`config.mk`:
```
export PLATFORM = sky130hd
export DESIGN_NAME = bus_arbiter_rr8
export DESIGN_NICKNAME = d
export VERILOG_FILES = /design/src/rtl/bus_arbiter_rr8_pkg.sv /design/src/rtl/bus_arbiter_rr8_rr_pick8.sv /design/src/rtl/bus_arbiter_rr8.sv
export SDC_FILE = /design/constraint.sdc
export NUM_CORES = 1
export LEC_CHECK = 0
export BUFFER_PORTS_ARGS = -buffer_cell sky130_fd_sc_hd__buf_2
export CAP_MARGIN = 30
export CORE_UTILIZATION = 62
export DETAILED_ROUTE_END_ITERATION = 10
export PLACE_DENSITY = 0.84
export SLEW_MARGIN = 15
export SYNTH_ARGS = -nofsm -noshare
export SYNTH_HDL_FRONTEND = slang
export SYNTH_SLANG_ARGS = --single-unit
```
`constraint.sdc`:
```
create_clock -name clk -period 4.92 [get_ports clk]
set_input_delay 1.23 -clock clk [delete_from_list [all_inputs] [get_ports clk]]
set_output_delay 1.23 -clock clk [all_outputs]
set_load 0.005 [all_outputs]
```
`src/rtl/bus_arbiter_rr8_pkg.sv`:
```
`default_nettype none
// ============================================================================
// Module      : bus_arbiter_rr8_pkg
// Description : Shared constants, state encoding and helpers for the
//               eight-master round-robin bus arbiter.
// Revision    : 1.0 - initial release
// ============================================================================
package bus_arbiter_rr8_pkg;

    localparam int NUM_MASTERS = 8;
    localparam int SEL_W       = 3;

    // Default parameter values for the arbiter top level.
    localparam logic [SEL_W-1:0] C_PARK_ID_DEF  = 3'd0;
    localparam int               C_MAX_HOLD_DEF = 16;

    typedef enum logic {
        ARB_IDLE = 1'b0,
        ARB_OWN  = 1'b1
    } arb_state_t;

    // Binary master index to one-hot grant vector.
    function automatic logic [NUM_MASTERS-1:0] onehot8(input logic [SEL_W-1:0] idx);
        onehot8 = {{(NUM_MASTERS-1){1'b0}}, 1'b1} << idx;
    endfunction

endpackage
`default_nettype wire

```
`src/rtl/bus_arbiter_rr8_rr_pick8.sv`:
```
`default_nettype none
// ============================================================================
// Module      : rr_pick8
// Description : Combinational round-robin search. Returns the first set
//               request bit found scanning upward from i_base, wrapping 7->0.
// Ports       : i_req  [7:0] candidate requests
//               i_base [2:0] index searched first
//               o_idx  [2:0] winning index (i_base when nothing requests)
//               o_any        at least one request present
// Revision    : 1.0 - initial release
// ============================================================================
module rr_pick8
    import bus_arbiter_rr8_pkg::*;
(
    input  logic [NUM_MASTERS-1:0] i_req,
    input  logic [SEL_W-1:0]       i_base,
    output logic [SEL_W-1:0]       o_idx,
    output logic                   o_any
);

    logic [NUM_MASTERS-1:0] w_rot;

    always_comb begin
        // Rotate so that bit 0 of w_rot corresponds to master i_base.
        w_rot = NUM_MASTERS'({i_req, i_req} >> i_base);
        o_any = |i_req;
        o_idx = i_base;
        // Scan downward so the lowest rotated position (closest to the base)
        // is the last assignment and therefore wins.
        for (int i = NUM_MASTERS - 1; i >= 0; i--) begin
            if (w_rot[i]) begin
                o_idx = i_base + SEL_W'(i);
            end
        end
    end

endmodule
`default_nettype wire

```
`src/rtl/bus_arbiter_rr8.sv`:
```
`default_nettype none
// ============================================================================
// Module      : bus_arbiter_rr8
// Description : Eight-master round-robin bus arbiter. Drives the registered
//               select and one-hot grant of a downstream 32-bit 8:1 data mux.
// Ports       : clk          rising-edge clock
//               reset_n      asynchronous active-low reset
//               i_req  [7:0] level-sensitive bus requests, bit i = master i
//               i_done       last-beat strobe from the current owner
//               o_gnt  [7:0] registered one-hot grant, zero when idle
//               o_sel  [2:0] registered owner index, PARK_ID when idle
//               o_bus_valid  registered, high while a grant is active
//               o_timeout    one-cycle pulse on forced release
// Options     : `define ARB_TIMEOUT_EN enables the MAX_HOLD ownership limit;
//               without it o_timeout is tied low.
// Revision    : 1.0 - initial release
// ============================================================================
module bus_arbiter_rr8
    import bus_arbiter_rr8_pkg::*;
#(
    parameter logic [SEL_W-1:0] PARK_ID  = C_PARK_ID_DEF,
    parameter int               MAX_HOLD = C_MAX_HOLD_DEF
) (
    input  logic                   clk,
    input  logic                   reset_n,
    input  logic [NUM_MASTERS-1:0] i_req,
    input  logic                   i_done,
    output logic [NUM_MASTERS-1:0] o_gnt,
    output logic [SEL_W-1:0]       o_sel,
    output logic                   o_bus_valid,
    output logic                   o_timeout
);

    if (MAX_HOLD < 2 || MAX_HOLD > 255) begin : g_max_hold_range
        $fatal(1, "bus_arbiter_rr8: MAX_HOLD must be within 2..255");
    end

    arb_state_t             r_state,  w_state_nxt;
    logic [NUM_MASTERS-1:0] r_gnt,    w_gnt_nxt;
    logic [SEL_W-1:0]       r_sel,    w_sel_nxt;
    logic                   r_valid,  w_valid_nxt;
    logic [SEL_W-1:0]       r_ptr,    w_ptr_nxt;
    logic                   r_to,     w_to_nxt;

    logic                   w_owner_req;
    logic                   w_release;
    logic                   w_to_hit;
    logic [NUM_MASTERS-1:0] w_pick_req;
    logic [SEL_W-1:0]       w_pick_base;
    logic [SEL_W-1:0]       w_pick_idx;
    logic                   w_pick_any;

`ifdef ARB_TIMEOUT_EN
    logic [7:0] r_hold, w_hold_nxt;
    // Forced release only when the owner has not finished on its own.
    assign w_to_hit = (r_hold == 8'(MAX_HOLD - 1)) && !i_done;
`else
    assign w_to_hit = 1'b0;
`endif

    assign w_owner_req = i_req[r_sel];
    assign w_release   = (r_state == ARB_OWN) && (i_done || !w_owner_req || w_to_hit);

    // One picker serves both cases: idle arbitration from the stored pointer,
    // and release arbitration from owner+1 with the owner's own bit removed
    // so that it ends up with lowest priority.
    assign w_pick_req  = (r_state == ARB_OWN) ? (i_req & ~onehot8(r_sel)) : i_req;
    assign w_pick_base = (r_state == ARB_OWN) ? (r_sel + 3'd1) : r_ptr;

    rr_pick8 u_pick (
        .i_req  (w_pick_req),
        .i_base (w_pick_base),
        .o_idx  (w_pick_idx),
        .o_any  (w_pick_any)
    );

    always_comb begin
        w_state_nxt = r_state;
        w_gnt_nxt   = r_gnt;
        w_sel_nxt   = r_sel;
        w_valid_nxt = r_valid;
        w_ptr_nxt   = r_ptr;
        w_to_nxt    = 1'b0;
`ifdef ARB_TIMEOUT_EN
        w_hold_nxt  = r_hold;
`endif
        case (r_state)
            ARB_IDLE: begin
                if (w_pick_any) begin
                    w_state_nxt = ARB_OWN;
                    w_gnt_nxt   = onehot8(w_pick_idx);
                    w_sel_nxt   = w_pick_idx;
                    w_valid_nxt = 1'b1;
`ifdef ARB_TIMEOUT_EN
                    w_hold_nxt  = 8'd0;
`endif
                end
            end
            ARB_OWN: begin
                if (w_release) begin
                    w_ptr_nxt = r_sel + 3'd1;
                    w_to_nxt  = w_to_hit;
                    if (w_pick_any) begin
                        w_gnt_nxt = onehot8(w_pick_idx);
                        w_sel_nxt = w_pick_idx;
`ifdef ARB_TIMEOUT_EN
                        w_hold_nxt = 8'd0;
`endif
                    end else if (i_done && w_owner_req) begin
                        // Sole requester finished a transfer and wants more:
                        // keep the grant, treat it as a fresh ownership.
`ifdef ARB_TIMEOUT_EN
                        w_hold_nxt = 8'd0;
`endif
                    end else begin
                        w_state_nxt = ARB_IDLE;
                        w_gnt_nxt   = '0;
                        w_sel_nxt   = PARK_ID;
                        w_valid_nxt = 1'b0;
                    end
                end else begin
`ifdef ARB_TIMEOUT_EN
                    w_hold_nxt = r_hold + 8'd1;
`endif
                end
            end
            default: begin
                w_state_nxt = ARB_IDLE;
                w_gnt_nxt   = '0;
                w_sel_nxt   = PARK_ID;
                w_valid_nxt = 1'b0;
            end
        endcase
    end

    always_ff @(posedge clk or negedge reset_n) begin
        if (!reset_n) begin
            r_state <= ARB_IDLE;
            r_gnt   <= '0;
            r_sel   <= PARK_ID;
            r_valid <= 1'b0;
            r_ptr   <= '0;
            r_to    <= 1'b0;
        end else begin
            r_state <= w_state_nxt;
            r_gnt   <= w_gnt_nxt;
            r_sel   <= w_sel_nxt;
            r_valid <= w_valid_nxt;
            r_ptr   <= w_ptr_nxt;
            r_to    <= w_to_nxt;
        end
    end

`ifdef ARB_TIMEOUT_EN
    always_ff @(posedge clk or negedge reset_n) begin
        if (!reset_n) begin
            r_hold <= 8'd0;
        end else begin
            r_hold <= w_hold_nxt;
        end
    end
`endif

    assign o_gnt       = r_gnt;
    assign o_sel       = r_sel;
    assign o_bus_valid = r_valid;
    assign o_timeout   = r_to;

endmodule
`default_nettype wire

```
==> flow_metrics.env <==
export IMPL_status="finished clean"
export IMPL_dp_hpwl_mm=3.27
export IMPL_min_path_type="flip-flop to flip-flop"
export IMPL_crit_type="flip-flop to flip-flop"
export IMPL_clkLatencyLatePin_ps=280
export IMPL_crit_path_end="o_gnt[4]$_DFFE_PN0P_"
export IMPL_r2r_slack_ps=1070
export IMPL_yosysTopAreaCellShare_pct=24.1
export IMPL_cpMaxStageDelayCell="dfrtp_1"
export IMPL_synth_edf_count=0
export IMPL_core_area_um2=2500
export IMPL_rows=18
export IMPL_setup_violations=0
export IMPL_route_detailed_drc=0
export IMPL_cp_end_kind="flip-flop"
export IMPL_cts_buffers=3
export IMPL_required_ps=5100
export IMPL_cp_data_arrival_time_ps=4030
export IMPL_yosys_area_top_type="dfrtp_1"
export IMPL_gp_congestion=0.919
export IMPL_clk_pin_slew_ps=90
export IMPL_fin_crit_sh_pct=78.3
export IMPL_cp_startpoint="o_sel[0]$_DFFE_PN0P_"
export IMPL_synth_cells=199
export IMPL_finish_utilization_pct=71.0
export IMPL_finalHoldViolCount=0
export IMPL_ctsRootBufferMaster="clkbuf_4"
export IMPL_grt_pass1_wl_mm=6.89
export IMPL_final_cell_mix="buf_2, nand2_1, nand3_1"
export IMPL_maxCapViolations=0
export IMPL_cts_setup_buffers=0
export IMPL_yosysWarningCount=0
export IMPL_die_h_um=53.8
export IMPL_drt_iter0_drc=142
export IMPL_synthArstFlopShare_pct=100
export IMPL_initial_core_util_pct=66.5
export IMPL_synthToLayoutAreaGrowth_pct=6.70
export IMPL_max_freq_ghz=0.259
export IMPL_critPathMaxStageDelay_ps=570
export IMPL_regToRegStartpoint="o_sel[0]$_DFFE_PN0P_"
export IMPL_dieArea_um2=2890
export IMPL_firstDrtPassIters=5
export IMPL_ys_types=55
export IMPL_grt_pass1_vias=1535
export IMPL_grt_max_degree=21
export IMPL_rsz0062_at_grt="no"
export IMPL_cts_tree="done"
export IMPL_relSlewSlack_pct=43.9
export IMPL_yosysSeqAreaShare_pct=24.1
export IMPL_drive_gt1_share_pct=18.2
export IMPL_post_cts_resized=0
export IMPL_fin_crit_ps=3850
export IMPL_antenna_found_initial=0
export IMPL_wl_mm=4.42
export IMPL_htreeDepth=1
export IMPL_fin_skew_ps=2.76
export IMPL_synth_avg_cell_area_um2=8.36
export IMPL_fin_setup_tns_ps=0
export IMPL_antenna_cells=0
export IMPL_ys_seq_elements=16
export IMPL_dieWidth_um=53.8
export IMPL_path_cells="inv_1, ha_1, mux2_4, inv_2, nand3_1, o211a_1, or2_1, o211ai_1, nand2_1, a221oi_1, a21boi_0, a32o_1"
export IMPL_synth_ff_type="dfrtp_1"
export IMPL_dp_slack_ps=1120
export IMPL_vias=1721
export IMPL_r2r_end="o_gnt[4]$_DFFE_PN0P_"
export IMPL_clock_sinks=16
export IMPL_crit_path_start_kind="flip-flop"
export IMPL_syn_num_nets=218
export IMPL_nets=234
export IMPL_numPortBuffers=22
export IMPL_final_common_cell="buf_2"
export IMPL_wl_per_cell_um=18.1
export IMPL_viasPerCell=7.05
export IMPL_postCtsHoldBufs=0
export IMPL_synth_area_top_cells="dfrtp_1, ha_1, nand3_1"
export IMPL_worst_pin_slew_ps=841
export IMPL_io_pin_count=24
export IMPL_rr_worst_depth=12
export IMPL_grt_usage_pct=33.1
export IMPL_drtAntennaViolNets=0
export IMPL_timing_final_ws_setup_ps=1070
export IMPL_overflow=0
export IMPL_cp_max_fo=20
export IMPL_max_clock_path_buffers=2
export IMPL_final_max_slew_viol_count=0
export IMPL_hp_start="o_gnt[1]$_DFFE_PN0P_"
export IMPL_netlist_area_um2=1660
how the worst min path moves through the flow:
| stage | end | slack, ps | cells past startpoint |
|---|---|---|---|
| floorplan | r_ptr[2]$_DFFE_PN0P_ | 450 | 2 |
| global placement | o_gnt[1]$_DFFE_PN0P_ | 460 | 2 |
| detailed placement | o_gnt[1]$_DFFE_PN0P_ | 460 | 2 |
| CTS | o_gnt[1]$_DFFE_PN0P_ | 480 | 2 |
| global route | o_gnt[5]$_DFFE_PN0P_ | 520 | 1 |
| finish | o_gnt[1]$_DFFE_PN0P_ | 480 | 2 |
flip-flops by register name, indices dropped and copies added, names as in the netlist:
register	flops
o_bus_valid	1
o_gnt	8
o_sel	3
r_ptr	3
r_state	1
Yosys cell counts (3+ instances only):
master and n:
mux2i_1 4, inv_1 6, buf_6 4, o21a_1 3
a31oi_1 3, a211oi_1 5, a21oi_1 11, nand3b_1 3
clkbuf_1 5, a211o_1 3, a32o_1 4, mux4_2 3
nand3_1 18, nand2_1 21, dfrtp_1 16, nand2b_1 4
a21boi_1 3, mux2_2 4, a22oi_1 3, a21o_1 3
ha_1 8, o31ai_1 4, o21ai_0 10, a21boi_0 3
o211ai_1 5, nor2_1 6
worst max-delay path, delay by kind of cell, from the launching register on:
kind	cells	cell delay, ps
adders and majority gates	1	320
buffers and inverters	2	340
muxes	1	380
AOI/OAI and AO/OA	5	1550
and+or+nand+nor	3	570
DFF	1	570
stage by stage:
stage	instances	cell area (um^2)	hold WS (ps)
6_report	244	1770	485
5_1_grt	244	1770	517
4_1_cts	244	1770	482
3_5_place_dp	240	1740	461
3_3_place_gp	240	1740	459
2_1_floorplan	199	1660	450
kinds of logic after synthesis:
kind of cell	count (synthesis)	synth area share (%)
buf+inv	20	6.62
simple gates	64	18.9
mux	12	10.1
flops	16	24.1
compound gates	76	33.0
xor+xnor	2	1.05
fa+ha+maj	8	6.02
other cells	1	0.226
metal layers:
| metal | GRT usage [%] | wire length (um) | share of wire (%) | vias to the layer above |
|---|---|---|---|---|
| li1 | - | - | - | 800 |
| met1 | 43.8 | 1940 | 44 | 800 |
| met4 | 9.65 | 75 | 1.7 | 0 |
| met2 | 54.3 | 2060 | 47 | 113 |
| met5 | 0 | 0 | 0 | - |
| met3 | 6.21 | 347 | 7.8 | 8 |
final cells by class:
type                            instances  area (um^2)
Clock buffer                            4         36.3
Fill cell                             218          726
Inverter                                8         30.0
Multi-Input combinational cell        163         1150
Sequential cell                        16          400
Tap cell                               30         37.5
Timing Repair Buffer                   23          118
Power is not shown: default switching activity piles up to over one toggle a cycle in this logic, so the estimate is an artifact.
